File: config.mk
export PLATFORM = sky130hd
export DESIGN_NAME = avaliador_jogada
export DESIGN_NICKNAME = d
export VERILOG_FILES = /design/src/rtl/avaliador_jogada.sv
export SDC_FILE = /design/constraint.sdc
export NUM_CORES = 1
export LEC_CHECK = 0
export ABC_AREA = 1
export CAP_MARGIN = 10
export CORE_AREA = 2 2 97 99
export DETAILED_ROUTE_END_ITERATION = 8
export DIE_AREA = 0 0 99 101
export MAX_ROUTING_LAYER = met4
export PLACE_DENSITY = 0.93
export SYNTH_ARGS = -nofsm -noshare
export SYNTH_HDL_FRONTEND = slang
export SYNTH_SLANG_ARGS = --single-unit
File: constraint.sdc
create_clock -name clock -period 6.9 [get_ports clock]
set_clock_uncertainty 0.1 [all_clocks]
set_input_delay 1.38 -clock clock [delete_from_list [all_inputs] [get_ports clock]]
set_output_delay 1.38 -clock clock [all_outputs]
set_load 0.03 [all_outputs]
File: src/rtl/avaliador_jogada.sv
// avaliador_jogada: judges one player move in the note-memory game.
// Armed by the game FSM, it waits for a press, measures the hold time and
// checks note and duration against the expected values (asymmetric tolerance,
// optional duration bypass, timeout, multiple-press detection and abort).
module avaliador_jogada #(
  parameter int NUM_BOTOES     = 12,
  parameter int NOTA_W         = 4,
  parameter int TEMPO_W        = 16,
  parameter int TOL_BAIXO      = 400,
  parameter int TOL_CIMA       = 1000,
  parameter int TIMEOUT_CICLOS = 25000
) (
  input  logic                  clock,
  input  logic                  reset,
  input  logic                  iniciar,
  input  logic                  cancelar,
  input  logic [NOTA_W-1:0]     nota_esperada,
  input  logic [TEMPO_W-1:0]    tempo_esperado,
  input  logic                  verifica_tempo,
  input  logic [NUM_BOTOES-1:0] botoes,
  output logic                  ocupado,
  output logic                  tocando,
  output logic                  pronto,
  output logic                  nota_correta,
  output logic                  tempo_correto,
  output logic                  timeout,
  output logic                  multiplas,
  output logic [NOTA_W-1:0]     nota_jogada,
  output logic [TEMPO_W-1:0]    duracao
);

  localparam int CONT_W = $clog2(TIMEOUT_CICLOS + 1);

  typedef enum logic [1:0] {
    OCIOSO,
    ESPERA,
    MEDE
  } estado_t;

  estado_t               r_estado;
  logic [NOTA_W-1:0]     r_notaEsp;
  logic [TEMPO_W-1:0]    r_tempoEsp;
  logic                  r_verifica;
  logic [CONT_W-1:0]     r_contTimeout;
  logic [NOTA_W-1:0]     r_notaJogada;
  logic [TEMPO_W-1:0]    r_duracao;
  logic                  r_multiplas;
  logic                  r_pronto;
  logic                  r_notaCorreta;
  logic                  r_tempoCorreto;
  logic                  r_timeout;

  logic [NOTA_W-1:0]     w_idxBaixo;
  logic                  w_variosBotoes;
  logic [NUM_BOTOES-1:0] w_maskCapt;
  logic                  w_capturadoAtivo;
  logic                  w_outrosAtivos;
  logic                  w_multFinal;
  logic                  w_durSat;
  logic [TEMPO_W:0]      w_limSup;
  logic [TEMPO_W-1:0]    w_limInf;
  logic                  w_duracaoOk;
  logic                  w_tempoOk;
  logic                  w_notaOk;

  // Priority encoder: index of the lowest pressed button
  always_comb begin
    w_idxBaixo = '0;
    for (int i = NUM_BOTOES - 1; i >= 0; i--) begin
      if (botoes[i]) w_idxBaixo = NOTA_W'(i);
    end
  end

  // More than one bit set: clearing the lowest bit leaves something behind
  assign w_variosBotoes   = |(botoes & (botoes - NUM_BOTOES'(1)));
  assign w_maskCapt       = {{(NUM_BOTOES - 1){1'b0}}, 1'b1} << r_notaJogada;
  assign w_capturadoAtivo = |(botoes & w_maskCapt);
  assign w_outrosAtivos   = |(botoes & ~w_maskCapt);
  assign w_multFinal      = r_multiplas | w_outrosAtivos;
  assign w_durSat         = &r_duracao;

  // Upper bound one bit wider so it cannot wrap; lower bound clamps at zero
  assign w_limSup = {1'b0, r_tempoEsp} + (TEMPO_W + 1)'(TOL_CIMA);
  assign w_limInf = ({1'b0, r_tempoEsp} > (TEMPO_W + 1)'(TOL_BAIXO))
                    ? (r_tempoEsp - TEMPO_W'(TOL_BAIXO)) : '0;
  assign w_duracaoOk = (r_duracao >= w_limInf) && ({1'b0, r_duracao} <= w_limSup);
  assign w_tempoOk   = !r_verifica || w_duracaoOk;
  assign w_notaOk    = (r_notaJogada == r_notaEsp) && !w_multFinal;

  // Main FSM: arm, wait for press (with timeout), measure hold, publish results
  always_ff @(posedge clock or negedge reset) begin
    if (!reset) begin
      r_estado       <= OCIOSO;
      r_notaEsp      <= '0;
      r_tempoEsp     <= '0;
      r_verifica     <= 1'b0;
      r_contTimeout  <= '0;
      r_notaJogada   <= '0;
      r_duracao      <= '0;
      r_multiplas    <= 1'b0;
      r_pronto       <= 1'b0;
      r_notaCorreta  <= 1'b0;
      r_tempoCorreto <= 1'b0;
      r_timeout      <= 1'b0;
    end else begin
      r_pronto <= 1'b0;
      if (cancelar) begin
        r_estado       <= OCIOSO;
        r_contTimeout  <= '0;
        r_notaJogada   <= '0;
        r_duracao      <= '0;
        r_multiplas    <= 1'b0;
        r_notaCorreta  <= 1'b0;
        r_tempoCorreto <= 1'b0;
        r_timeout      <= 1'b0;
      end else begin
        case (r_estado)
          OCIOSO: begin
            if (iniciar) begin
              r_notaEsp      <= nota_esperada;
              r_tempoEsp     <= tempo_esperado;
              r_verifica     <= verifica_tempo;
              r_contTimeout  <= '0;
              r_notaJogada   <= '0;
              r_duracao      <= '0;
              r_multiplas    <= 1'b0;
              r_notaCorreta  <= 1'b0;
              r_tempoCorreto <= 1'b0;
              r_timeout      <= 1'b0;
              r_estado       <= ESPERA;
            end
          end
          ESPERA: begin
            if (botoes != '0) begin
              r_notaJogada <= w_idxBaixo;
              r_multiplas  <= w_variosBotoes;
              r_duracao    <= TEMPO_W'(1);
              r_estado     <= MEDE;
            end else if (r_contTimeout == CONT_W'(TIMEOUT_CICLOS - 1)) begin
              r_timeout      <= 1'b1;
              r_notaCorreta  <= 1'b0;
              r_tempoCorreto <= 1'b0;
              r_pronto       <= 1'b1;
              r_estado       <= OCIOSO;
            end else begin
              r_contTimeout <= r_contTimeout + CONT_W'(1);
            end
          end
          MEDE: begin
            if (w_capturadoAtivo) begin
              if (!w_durSat) r_duracao <= r_duracao + TEMPO_W'(1);
              if (w_outrosAtivos) r_multiplas <= 1'b1;
            end else begin
              r_multiplas    <= w_multFinal;
              r_notaCorreta  <= w_notaOk;
              r_tempoCorreto <= w_tempoOk;
              r_pronto       <= 1'b1;
              r_estado       <= OCIOSO;
            end
          end
          default: r_estado <= OCIOSO;
        endcase
      end
    end
  end

  assign ocupado       = (r_estado == ESPERA) || (r_estado == MEDE);
  assign tocando       = (r_estado == MEDE);
  assign pronto        = r_pronto;
  assign nota_correta  = r_notaCorreta;
  assign tempo_correto = r_tempoCorreto;
  assign timeout       = r_timeout;
  assign multiplas     = r_multiplas;
  assign nota_jogada   = r_notaJogada;
  assign duracao       = r_duracao;

endmodule
==> summary.md, run 1 <==
| Metric | Value |
|---|---|
| Hold Startpoint | `nota_correta` |
| H-tree levels | `3` |
| Number of buffers added to fix hold violations after cts | `0` |
| Most common flop cell mapped by yosys | `dfrtp_1` |
| Starting DRC count in detailed routing | `350` |
| Unrepaired setup endpoints after global routing | `false` |
| Number of enable-type register cells in the synthesized netlist | `0` |
| Switching power summed over all nets | `840 µW` |
| Highest fanout seen on the critical path | `32` |
| Total count of max-transition violations in the final report | `0` |
| Sw Share | `a little under half` |
| Relative slew slack | `37.5%` |
| Final clock period utilization by the worst path | `53.7%` |
| Final Critical Period | `between 3 and 4 ns` |
| Num ports | `64` |
| Number of distinct library cell variants in the gate-level netlist after synthesis | `47` |
| Final setup violation count | `0` |
| Required time at the worst-slack endpoint | `7.05 ns` |
| Combinational family with the most area after synthesis | `simple AND/OR/NAND/NOR gates` |
| Wire length of the first global-routing pass | `23900 µm` |
| Share of cells above drive strength 1 | `12.3%` |
| Clock-pin slew of the registers on the worst-case setup and hold paths | `0.06 ns` |
| Cell with the largest stage delay on the worst path | `nand2_2` |
| Worst-case vdd ir drop | `148 µV` |
| Post-Place Cell Area | `between 6000 and 7000 µm²` |
| Number of buffers between clock root and the deepest sink | `2` |
| DRC violations left | `0` |
| Clock share of power | `19.5%` |
| Status | `completed` |
| Count of warnings emitted by yosys | `0` |
| Post-synth top cells | `nand2_1, nor2_1, inv_1` |
| Signed area change from the synthesized netlist to the final layout | `16.2%` |
| Syn Inst Count | `751` |
| Fraction of the yosys area taken by sequential cells | `between 20% and 30%` |
| # nets final | `890` |
| DP HPWL | `10600 µm` |
| Number of placement rows | `35` |
| Clock latency at the later pin of the worst-skew pair | `0.36 ns` |
| Hold Fails Final Rpt | `0` |
| Vias/cell | `5.87` |
| Combinational power share | `50.5%` |
| TritonCTS Buffers | `9` |
| Overall routed net length | `14400 µm` |
| Internal portion of total power | `952 µW` |
| Clock tree from TritonCTS | `done` |
| Fraction of the mapped netlist area in adder cells | `9.48%` |
| Cell repeated most along the worst path | `nor2_4` |
| Area of all sequential standard cells | `1580 µm²` |
| Largest net degree at the start of global routing | `64` |
| FILL cells | `approximately 720` |
| Overall die height | `101 µm` |
| Die width | `slightly below 100 µm` |
| GPL Wtd Cong | `0.883` |
| Compound-Gate Fraction of Synth Area | `12.7%` |
| Placeable Area | `8980 µm²` |
| Number of synthesized register bits | `63` |
| XOR/XNOR Fraction of Synth Area | `between 4 and 5%` |
| Share of total power in sequential cells | `29.9%` |
| Initial standard-cell utilization of the core | `between 60% and 70%` |
| Syn_nets | `slightly above 800` |
| Cell-by-cell listing of the critical path | `clkdlybuf4s50_1 -> nor2_4 -> nand2_4 -> nor2_4 -> nand3_4 -> o21ai_1 -> a21oi_1 -> nand2_2 -> nand2_1 -> o21ai_2` |
| Global-route usage over all layers | `30.4%` |
| Clock Root Buffer | `clkbuf_8` |
| Post-CTS setup buffer count | `0` |
| Async SR Flop Fraction | `100%` |
| Die Footprint | `10000 µm²` |
| Maximum cell stage delay along the critical path | `0.69 ns` |
| Leftover overflow at the end of global routing | `0` |
| Layout Cells excl Fill | `926` |
| Ranking of synthesized cells by area | `dfrtp_1, nand2_1, ha_1, nor2_1, nand3_1` |
| Number of antenna violations at the first check in global routing | `0` |
| Overall via count from detail_route | `5440` |
| Max frequency | `270 MHz` |
| Number of optimization iterations in the first detailed-route pass | `5` |
| Most frequent cell after synthesis | `nand2_1` |
| Type of the setup path with the least slack | `primary input to flop` |
| Launch point of the worst path | `botoes[3]` |
| Area of combinational cells with multiple inputs | `roughly 3400 µm²` |
| Pwr Density | `285 nW/µm²` |
| Routed len/inst | `~16 µm` |
| Post-synthesis mux area share | `1.04%` |
| N_diodes | `0` |
| Number of clock sinks seen by CTS | `63` |
| Post-Syn Area per Cell | `7.20 µm²` |
| Finished layout cell area | `6290 µm²` |
| Cells resized by post-CTS repair | `0` |
| Antenna Violating Nets Remaining | `0` |
| Crit Reg-Reg Startpoint | `r_tempoEsp[5]` |
| Startpoint kind of the worst setup timing path | `primary input` |
| Number of global-route vias before repair | `5283` |
| Maximum capacitance violations | `0` |
| Cell type contributing the most total cell area after synthesis | `dfrtp_1` |
| Transition time at the pin with the least slew margin | `around 0.93 ns` |
| Setup TNS | `0 ns` |
| Proportion of netlist area held by the largest area contributor | `slightly below 30%` |
| Netlist area before placement | `5410 µm²` |
| Worst EP arrival | `about 3.9 ns` |
| Path type of the worst min-delay path | `flop to flop` |
| Post-synthesis simple-gate area fraction | `35.9%` |
| Endpoint type of the worst setup path | `flop` |
| PortBufs | `63` |
| Leakage power summed over all cells | `2.88 nW` |
| # placed instances | `912` |
## final timing paths
| check | endpoint | slack, ns | depth (start not counted) |
|---|---|---|---|
| max in group asynchronous | r_tempoEsp[9] | 5.06 | 2 |
| worst max-delay path | duracao[0] | 3.19 | 10 |
| worst min-delay path | nota_correta | 0.40 | 2 |
| worst max register to register | tempo_correto | 3.50 | 19 |
| worst min register to register | nota_correta | 0.40 | 2 |
| min in group asynchronous | duracao[12] | 1.09 | 2 |
## layout by cell type (no fill, tap or decap), drive strengths merged
cell | synthesis | final
clkbuf | 4 | 10
o21a | 1 | 1
o22ai | 4 | 4
clkinv | 2 | 3
nand3b | 3 | 3
nand2 | 174 | 174
o32ai | 1 | 1
dfrtp | 63 | 63
inv | 80 | 80
bufinv | 0 | 2
nor2 | 103 | 103
o21ai | 57 | 57
ha | 41 | 41
xnor2 | 5 | 5
nor3b | 1 | 1
o211ai | 1 | 1
xor2 | 21 | 21
a22o | 1 | 1
o41ai | 1 | 1
nor3 | 24 | 24
buf | 10 | 2
nand4 | 23 | 23
clkdlybuf4s50 | 0 | 62
and3 | 1 | 1
or2 | 5 | 5
a211oi | 1 | 1
a31oi | 1 | 1
a21oi | 45 | 45
nor4 | 7 | 7
nand3 | 66 | 66
clkinvlp | 0 | 1
mux2 | 5 | 5
## cell families (layout without fill, tap and decap cells)
family / Yosys count / after routing
AND/OR/NAND/NOR: 407 / 407
AO/OA/AOI/OAI: 113 / 113
buffers and inverters: 96 / 160
flip-flops: 63 / 63
adder cells (fa/ha/maj): 41 / 41
XOR/XNOR: 26 / 26
multiplexers: 5 / 5
## critical path: cells and delay by family
kind                   cells  cell delay, ns
AO/OA/AOI/OAI              3            0.49
buffers and inverters      1            0.53
AND/OR/NAND/NOR            6            1.45
## sequential cells by signal, indices dropped and copies added (netlist names)
signal	flops
nota_jogada	4
r_notaEsp	4
multiplas	1
pronto	1
r_tempoEsp	16
tempo_correto	1
r_verifica	1
timeout	1
nota_correta	1
r_contTimeout	15
r_estado	2
duracao	16
## per-layer routing
metal	GRT usage [%]	routed length, µm	part of all wire (%)	up-vias
met3	5.27	975	6.8	47
met2	54.2	7420	52	271
met1	33.6	5530	38	2486
met4	12.8	441	3.1	0
li1	-	-	-	2636
met5	-	0	0	-
## per-stage QoR
step / hold WS, ns / util (%) / setup WS, ns / power (mW)
2_1_floorplan: 0.369 / - / 4.12 / 1.20
3_3_place_gp: 0.379 / 67.8 / 3.07 / 1.39
3_5_place_dp: 0.381 / 67.8 / 2.96 / 1.43
4_1_cts: 0.402 / 70.0 / 3.23 / 1.78
5_1_grt: 0.423 / 70.0 / 3.02 / 1.93
6_report: 0.400 / 70.0 / 3.19 / 1.79
## layout make-up
class / count / share of cell area, %
clock buffer: 10 / 2.03
clock inverter: 4 / 1.15
inverter: 82 / 4.94
multi-input combinational: 592 / 54.5
sequential: 63 / 25.1
tap: 111 / 2.21
timing repair buffer: 64 / 10.1
## power groups by stage
stage / Clock, mW / Combinational [mW] / Sequential, mW
final: 0.350 / 0.906 / 0.536
after global routing: 0.367 / 1.01 / 0.547
after CTS: 0.352 / 0.898 / 0.533
after detailed placement: 0 / 0.887 / 0.540
after global placement: 0 / 0.851 / 0.537
after floorplan: 0 / 0.671 / 0.530
No activity file was read; power rests on OpenSTA's default activity.
==> run 2: changes to the inputs <==
CORE_AREA = 2 2 106 108   (was 2 2 97 99)
DIE_AREA = 0 0 108 110   (was 0 0 99 101)
PLACE_DENSITY = 0.83   (was 0.93)
clock period = 3.35 ns   (was 6.9 ns; I/O delays follow)
==> summary.md, run 2 (same netlist as run 1, synthesis figures left out) <==
| Metric | Value |
|---|---|
| Die width | `roughly 110 µm` |
| Starting DRC count in detailed routing | `308` |
| TritonCTS Buffers | `9` |
| GPL Wtd Cong | `0.913` |
| Fraction of the core area covered by cells at the end of the flow | `59.8%` |
| DP HPWL | `10300 µm` |
| Total count of max-transition violations in the final report | `0` |
| Overall die height | `110 µm` |
| PnR Total Power | `about 3.7 mW` |
| Number of global-route vias before repair | `4844` |
| Leakage power summed over all cells | `2.93 nW` |
| Relative slew slack | `50.8%` |
| Initial standard-cell utilization of the core | `about half` |
| Wire length of the first global-routing pass | `22600 µm` |
| Pwr Density | `577 nW/µm²` |
| Overall routed net length | `roughly 13000 µm` |
| Worst reg-to-reg setup slack | `just under 0.5 ns` |
| Vias/cell | `around 5.4` |
| Top library cells by usage in the layout, fill and taps aside | `nand2_1, nor2_1, inv_1, dfrtp_1` |
| # placed instances | `roughly 950` |
| Final setup violation count | `0` |
| Clock tree from TritonCTS | `done` |
| Final clock period utilization by the worst path | `85.7%` |
| Transition time at the pin with the least slew margin | `between 0.7 and 0.8 ns` |
| Post-CTS setup buffer count | `0` |
| Cell-by-cell listing of the critical path | `ha_1 -> inv_1 -> nand4_1 -> o21ai_0 -> nor2_1 -> inv_1 -> nor2_1 -> xor2_1 -> ha_1 -> inv_1 -> nor2_1 -> o21ai_0 -> nand2_1 -> nor2_1 -> nand2_1 -> nand2_1 -> nand2_1 -> nand2_1 -> nand2_1 -> nand2_1` |
| Share of cells above drive strength 1 | `13.1%` |
| Clock-pin slew of the registers on the worst-case setup and hold paths | `0.07 ns` |
| Setup slack after placement | `0.370 ns` |
| Max frequency | `348 MHz` |
| Worst-case vdd ir drop | `slightly below 400 µV` |
| DRC violations left | `0` |
| Cell repeated most along the worst path | `nand2_1` |
| Leftover overflow at the end of global routing | `0` |
| PortBufs | `63` |
| Largest net degree at the start of global routing | `33` |
| Clock Root Buffer | `clkbuf_8` |
| Maximum cell stage delay along the critical path | `0.45 ns` |
| Hold Fails Final Rpt | `0` |
| H-tree levels | `3` |
| Endpoint of the most critical register-to-register path | `tempo_correto` |
| Number of buffers between clock root and the deepest sink | `2` |
| Die Footprint | `between 10000 and 15000 µm²` |
| N_diodes | `0` |
| Type of the setup path with the least slack | `flop to flop` |
| Global-route usage over all layers | `24.4%` |
| Slack of the critical path | `0.480 ns` |
| Setup TNS | `0 ns` |
| Status | `completed` |
| Placeable Area | `10700 µm²` |
| Unrepaired setup endpoints after global routing | `false` |
| Clock latency at the later pin of the worst-skew pair | `0.35 ns` |
| Routed len/inst | `~14 µm` |
| Required time at the worst-slack endpoint | `approximately 3.5 ns` |
| Num ports | `64` |
| Number of antenna violations at the first check in global routing | `0` |
| Antenna Violating Nets Remaining | `0` |
| Maximum capacitance violations | `0` |
| Number of optimization iterations in the first detailed-route pass | `6` |
| Leading cell type in the layout, fill and taps excluded | `nand2_1` |
| Crit Reg-Reg Startpoint | `r_tempoEsp[3]` |
| Worst EP arrival | `3.06 ns` |
| Overall via count from detail_route | `5217` |
| Endpoint type of the worst setup path | `flop` |
| Cell with the largest stage delay on the worst path | `dfrtp_1` |
| Final Critical Period | `2.87 ns` |
| Path type of the worst min-delay path | `primary input to async pin` |
| Number of cells on the worst reg-to-reg path | `20` |
| Highest fanout seen on the critical path | `5` |
| Layout Cells excl Fill | `between 900 and 1000` |
| Number of clock sinks seen by CTS | `63` |
| Startpoint kind of the worst setup timing path | `flop` |
| Signed area change from the synthesized netlist to the final layout | `18.2%` |
| Number of placement rows | `38` |
| # nets final | `897` |
run 2: worst max-delay path, delay by kind of cell, from the launching register on:
family,cells,cell delay [ns]
AND/OR/NAND/NOR,12,0.87
adder cells (fa/ha/maj),2,0.60
flip-flops,1,0.45
AO/OA/AOI/OAI,2,0.41
buffers and inverters,3,0.22
XOR/XNOR,1,0.15
run 2: layout make-up:
cell class	count	area, µm²
clock buffer	12	135
clock inverter	4	70.1
fill	1032	4310
inverter	82	310
multi-input combinational	592	3430
sequential	63	1580
tap	140	175
timing repair buffer	71	698
run 2: power by group:
part | internal [mW] | switching [mW] | total, mW | leakage [nW]
Combinational | 0.663 | 1.20 | 1.86 | 2.01
Sequential | 0.919 | 0.180 | 1.10 | 0.815
Clock | 0.418 | 0.309 | 0.727 | 0.104
run 2: routing by layer:
layer | share of wire (%) | up-vias | global-route usage, %
met5 | 0 | - | -
met4 | 1.4 | 0 | 6.50
met3 | 3.7 | 25 | 3.47
met2 | 50 | 132 | 42.5
met1 | 45 | 2409 | 29.9
li1 | - | 2651 | -
run 2: how the worst max path moves through the flow:
stage | start | to | depth (start not counted)
6_report | r_tempoEsp[3] | tempo_correto | 20
3_3_place_gp | r_tempoEsp[5] | tempo_correto | 19
2_1_floorplan | r_tempoEsp[5] | tempo_correto | 20
3_5_place_dp | r_tempoEsp[5] | tempo_correto | 19
4_1_cts | r_tempoEsp[5] | tempo_correto | 19
5_1_grt | r_tempoEsp[5] | tempo_correto | 19
run 2: metrics by stage:
stage               area, µm²  hold slack, ns
finish                   6390           0.184
global placement         6190           0.390
floorplan                5410           0.274
global route             6390           0.224
detailed placement       6190           0.396
CTS                      6390           0.194
run 2: repair_timing:
action / in CTS / in global routing
hold buffers: 0 / 0
setup endpoints to repair: 0 / 1
resized for setup: 0 / 1
==> run 3: changes to the inputs <==
PLACE_DENSITY = 0.73   (was 0.83)
==> summary.md, run 3 (same netlist as run 1, synthesis figures left out) <==
| Metric | Value |
|---|---|
| Status | `completed` |
| Number of optimization iterations in the first detailed-route pass | `5` |
| Endpoint type of the worst setup path | `output port` |
| Cell-by-cell listing of the critical path | `inv_1 -> ha_1 -> clkdlybuf4s50_1` |
| Cell with the largest stage delay on the worst path | `clkdlybuf4s50_1` |
| Unrepaired setup endpoints after global routing | `false` |
| Clock share of power | `17.2%` |
| Final Critical Period | `2.97 ns` |
| Global-route usage over all layers | `25.7%` |
| Vias/cell | `5.42` |
| Wire length of the first global-routing pass | `23100 µm` |
| Share of cells above drive strength 1 | `13.2%` |
| # nets final | `896` |
| Sw Share | `approximately half` |
| Overall routed net length | `14000 µm` |
| Required time at the worst-slack endpoint | `2.58 ns` |
| Pwr Density | `568 nW/µm²` |
| Die width | `108 µm` |
| Number of placement rows | `38` |
| Number of buffers between clock root and the deepest sink | `2` |
| Starting DRC count in detailed routing | `234` |
| Transition time at the pin with the least slew margin | `roughly 0.79 ns` |
| Antenna Violating Nets Remaining | `0` |
| Worst reg-to-reg setup slack | `between 0.4 and 0.5 ns` |
| Leakage power summed over all cells | `approximately 2.9 nW` |
| Routed len/inst | `14.6 µm` |
| PortBufs | `63` |
| Initial standard-cell utilization of the core | `50.6%` |
| # placed instances | `947` |
| Total count of max-transition violations in the final report | `0` |
| Type of the setup path with the least slack | `flop to output port` |
| Post-CTS setup buffer count | `0` |
| Setup TNS | `0 ns` |
| Highest fanout seen on the critical path | `12` |
| Maximum capacitance violations | `0` |
| N_diodes | `0` |
| Layout Cells excl Fill | `just under 1000` |
| Worst EP arrival | `about 2.2 ns` |
| Clock latency at the later pin of the worst-skew pair | `about 0.38 ns` |
| Overall via count from detail_route | `5219` |
| Final clock period utilization by the worst path | `88.6%` |
| Crit Reg-Reg Startpoint | `r_tempoEsp[5]` |
| Max frequency | `around 340 MHz` |
| Combinational power share | `a little over half` |
| Largest net degree at the start of global routing | `34` |
| Final setup violation count | `0` |
| Switching power summed over all nets | `1.74 mW` |
| Clock Root Buffer | `clkbuf_8` |
| Number of antenna violations at the first check in global routing | `0` |
| Die Footprint | `11900 µm²` |
| Top library cells by usage in the layout, fill and taps aside | `nand2_1, nor2_1, inv_1, dfrtp_1` |
| Maximum cell stage delay along the critical path | `0.77 ns` |
| Path type of the worst min-delay path | `primary input to async pin` |
| Worst-case vdd ir drop | `355 µV` |
| H-tree levels | `3` |
| Signed area change from the synthesized netlist to the final layout | `17.5%` |
| TritonCTS Buffers | `9` |
| Leftover overflow at the end of global routing | `0` |
| Overall die height | `~110 µm` |
| DRC violations left | `0` |
| GPL Wtd Cong | `1.00` |
| Num ports | `between 60 and 70` |
| Number of clock sinks seen by CTS | `63` |
| Placeable Area | `10700 µm²` |
| Share of total power in sequential cells | `30.6%` |
| Fraction of the core area covered by cells at the end of the flow | `59.4%` |
| Leading cell type in the layout, fill and taps excluded | `nand2_1` |
| Clock-pin slew of the registers on the worst-case setup and hold paths | `0.08 ns` |
| Number of global-route vias before repair | `4951` |
| Clock tree from TritonCTS | `done` |
| DP HPWL | `between 10000 and 15000 µm` |
| Internal portion of total power | `1.87 mW` |
| Endpoint of the most critical register-to-register path | `tempo_correto` |
| Startpoint kind of the worst setup timing path | `flop` |
| Hold Fails Final Rpt | `0` |
| Number of buffers added to fix hold violations after cts | `0` |
| Number of cells on the worst reg-to-reg path | `19` |
| Relative slew slack | `46.6%` |
==> run 3: cell types whose count changed in the layout (fill, tap and decap cells not counted), sizes merged <==
| cell | delta |
|---|---|
| buf | -1 |
| bufinv | -2 |
| clkbuf | -1 |
| clkinv | +1 |
| clkinvlp | +2 |
==> run 3: per-stage QoR <==
stage                     area, µm²  hold slack [ns]  total power [mW]  worst slack (ns)
after floorplan                5410            0.274              2.47             0.744
after global routing           6350            0.329              3.90            0.0814
after CTS                      6350            0.308              3.61             0.314
after global placement         6180            0.390              2.92             0.487
after detailed placement       6180            0.388              2.99             0.299
final                          6350            0.273              3.61             0.381
==> run 3: area by class of cell <==
type | count | area [µm²]
fill | 1003 | 4340
sequential | 63 | 1580
clock inverter | 5 | 33.8
inverter | 82 | 310
multi-input combinational | 592 | 3430
timing repair buffer | 70 | 691
tap | 140 | 175
clock buffer | 11 | 141
==> run 3: routing by layer <==
layer | track usage [%] | part of all wire [%] | vias to the layer above
li1 | - | - | 2652
met1 | 29.3 | 43 | 2410
met2 | 46.2 | 51 | 141
met3 | 5.35 | 4.4 | 16
met4 | 6.68 | 1.3 | 0
met5 | - | 0 | -
==> run 3: how the worst max path moves through the flow <==
stage / slack [ns] / start / cells after the start / endpoint
floorplan: 0.74 / r_tempoEsp[5] / 20 / tempo_correto
global placement: 0.49 / r_tempoEsp[5] / 19 / tempo_correto
detailed placement: 0.30 / r_tempoEsp[5] / 19 / tempo_correto
CTS: 0.31 / r_tempoEsp[5] / 19 / tempo_correto
global route: 0.08 / r_tempoEsp[5] / 19 / tempo_correto
finish: 0.38 / r_estado[0] / 3 / ocupado
==> run 3: worst max-delay path, delay by kind of cell, from the launching register on <==
| kind | cells | cell delay, ns |
|---|---|---|
| adders and majority gates | 1 | 0.58 |
| DFF | 1 | 0.39 |
| buffers and inverters | 2 | 0.86 |
==> run 3: repair_timing <==
action / 4_1_cts / 5_1_grt
endpoints found under the setup margin: 0 / 1
gates resized for setup: 0 / 1
endpoints found under the hold margin: 0 / 0
==> run 3: power groups by stage <==
stage / sequential [mW] / clock, mW / combinational (mW)
after floorplan: 1.09 / 0 / 1.38
after global placement: 1.11 / 0 / 1.81
after detailed placement: 1.11 / 0 / 1.87
after CTS: 1.10 / 0.630 / 1.88
after global routing: 1.12 / 0.665 / 2.11
final: 1.10 / 0.619 / 1.89
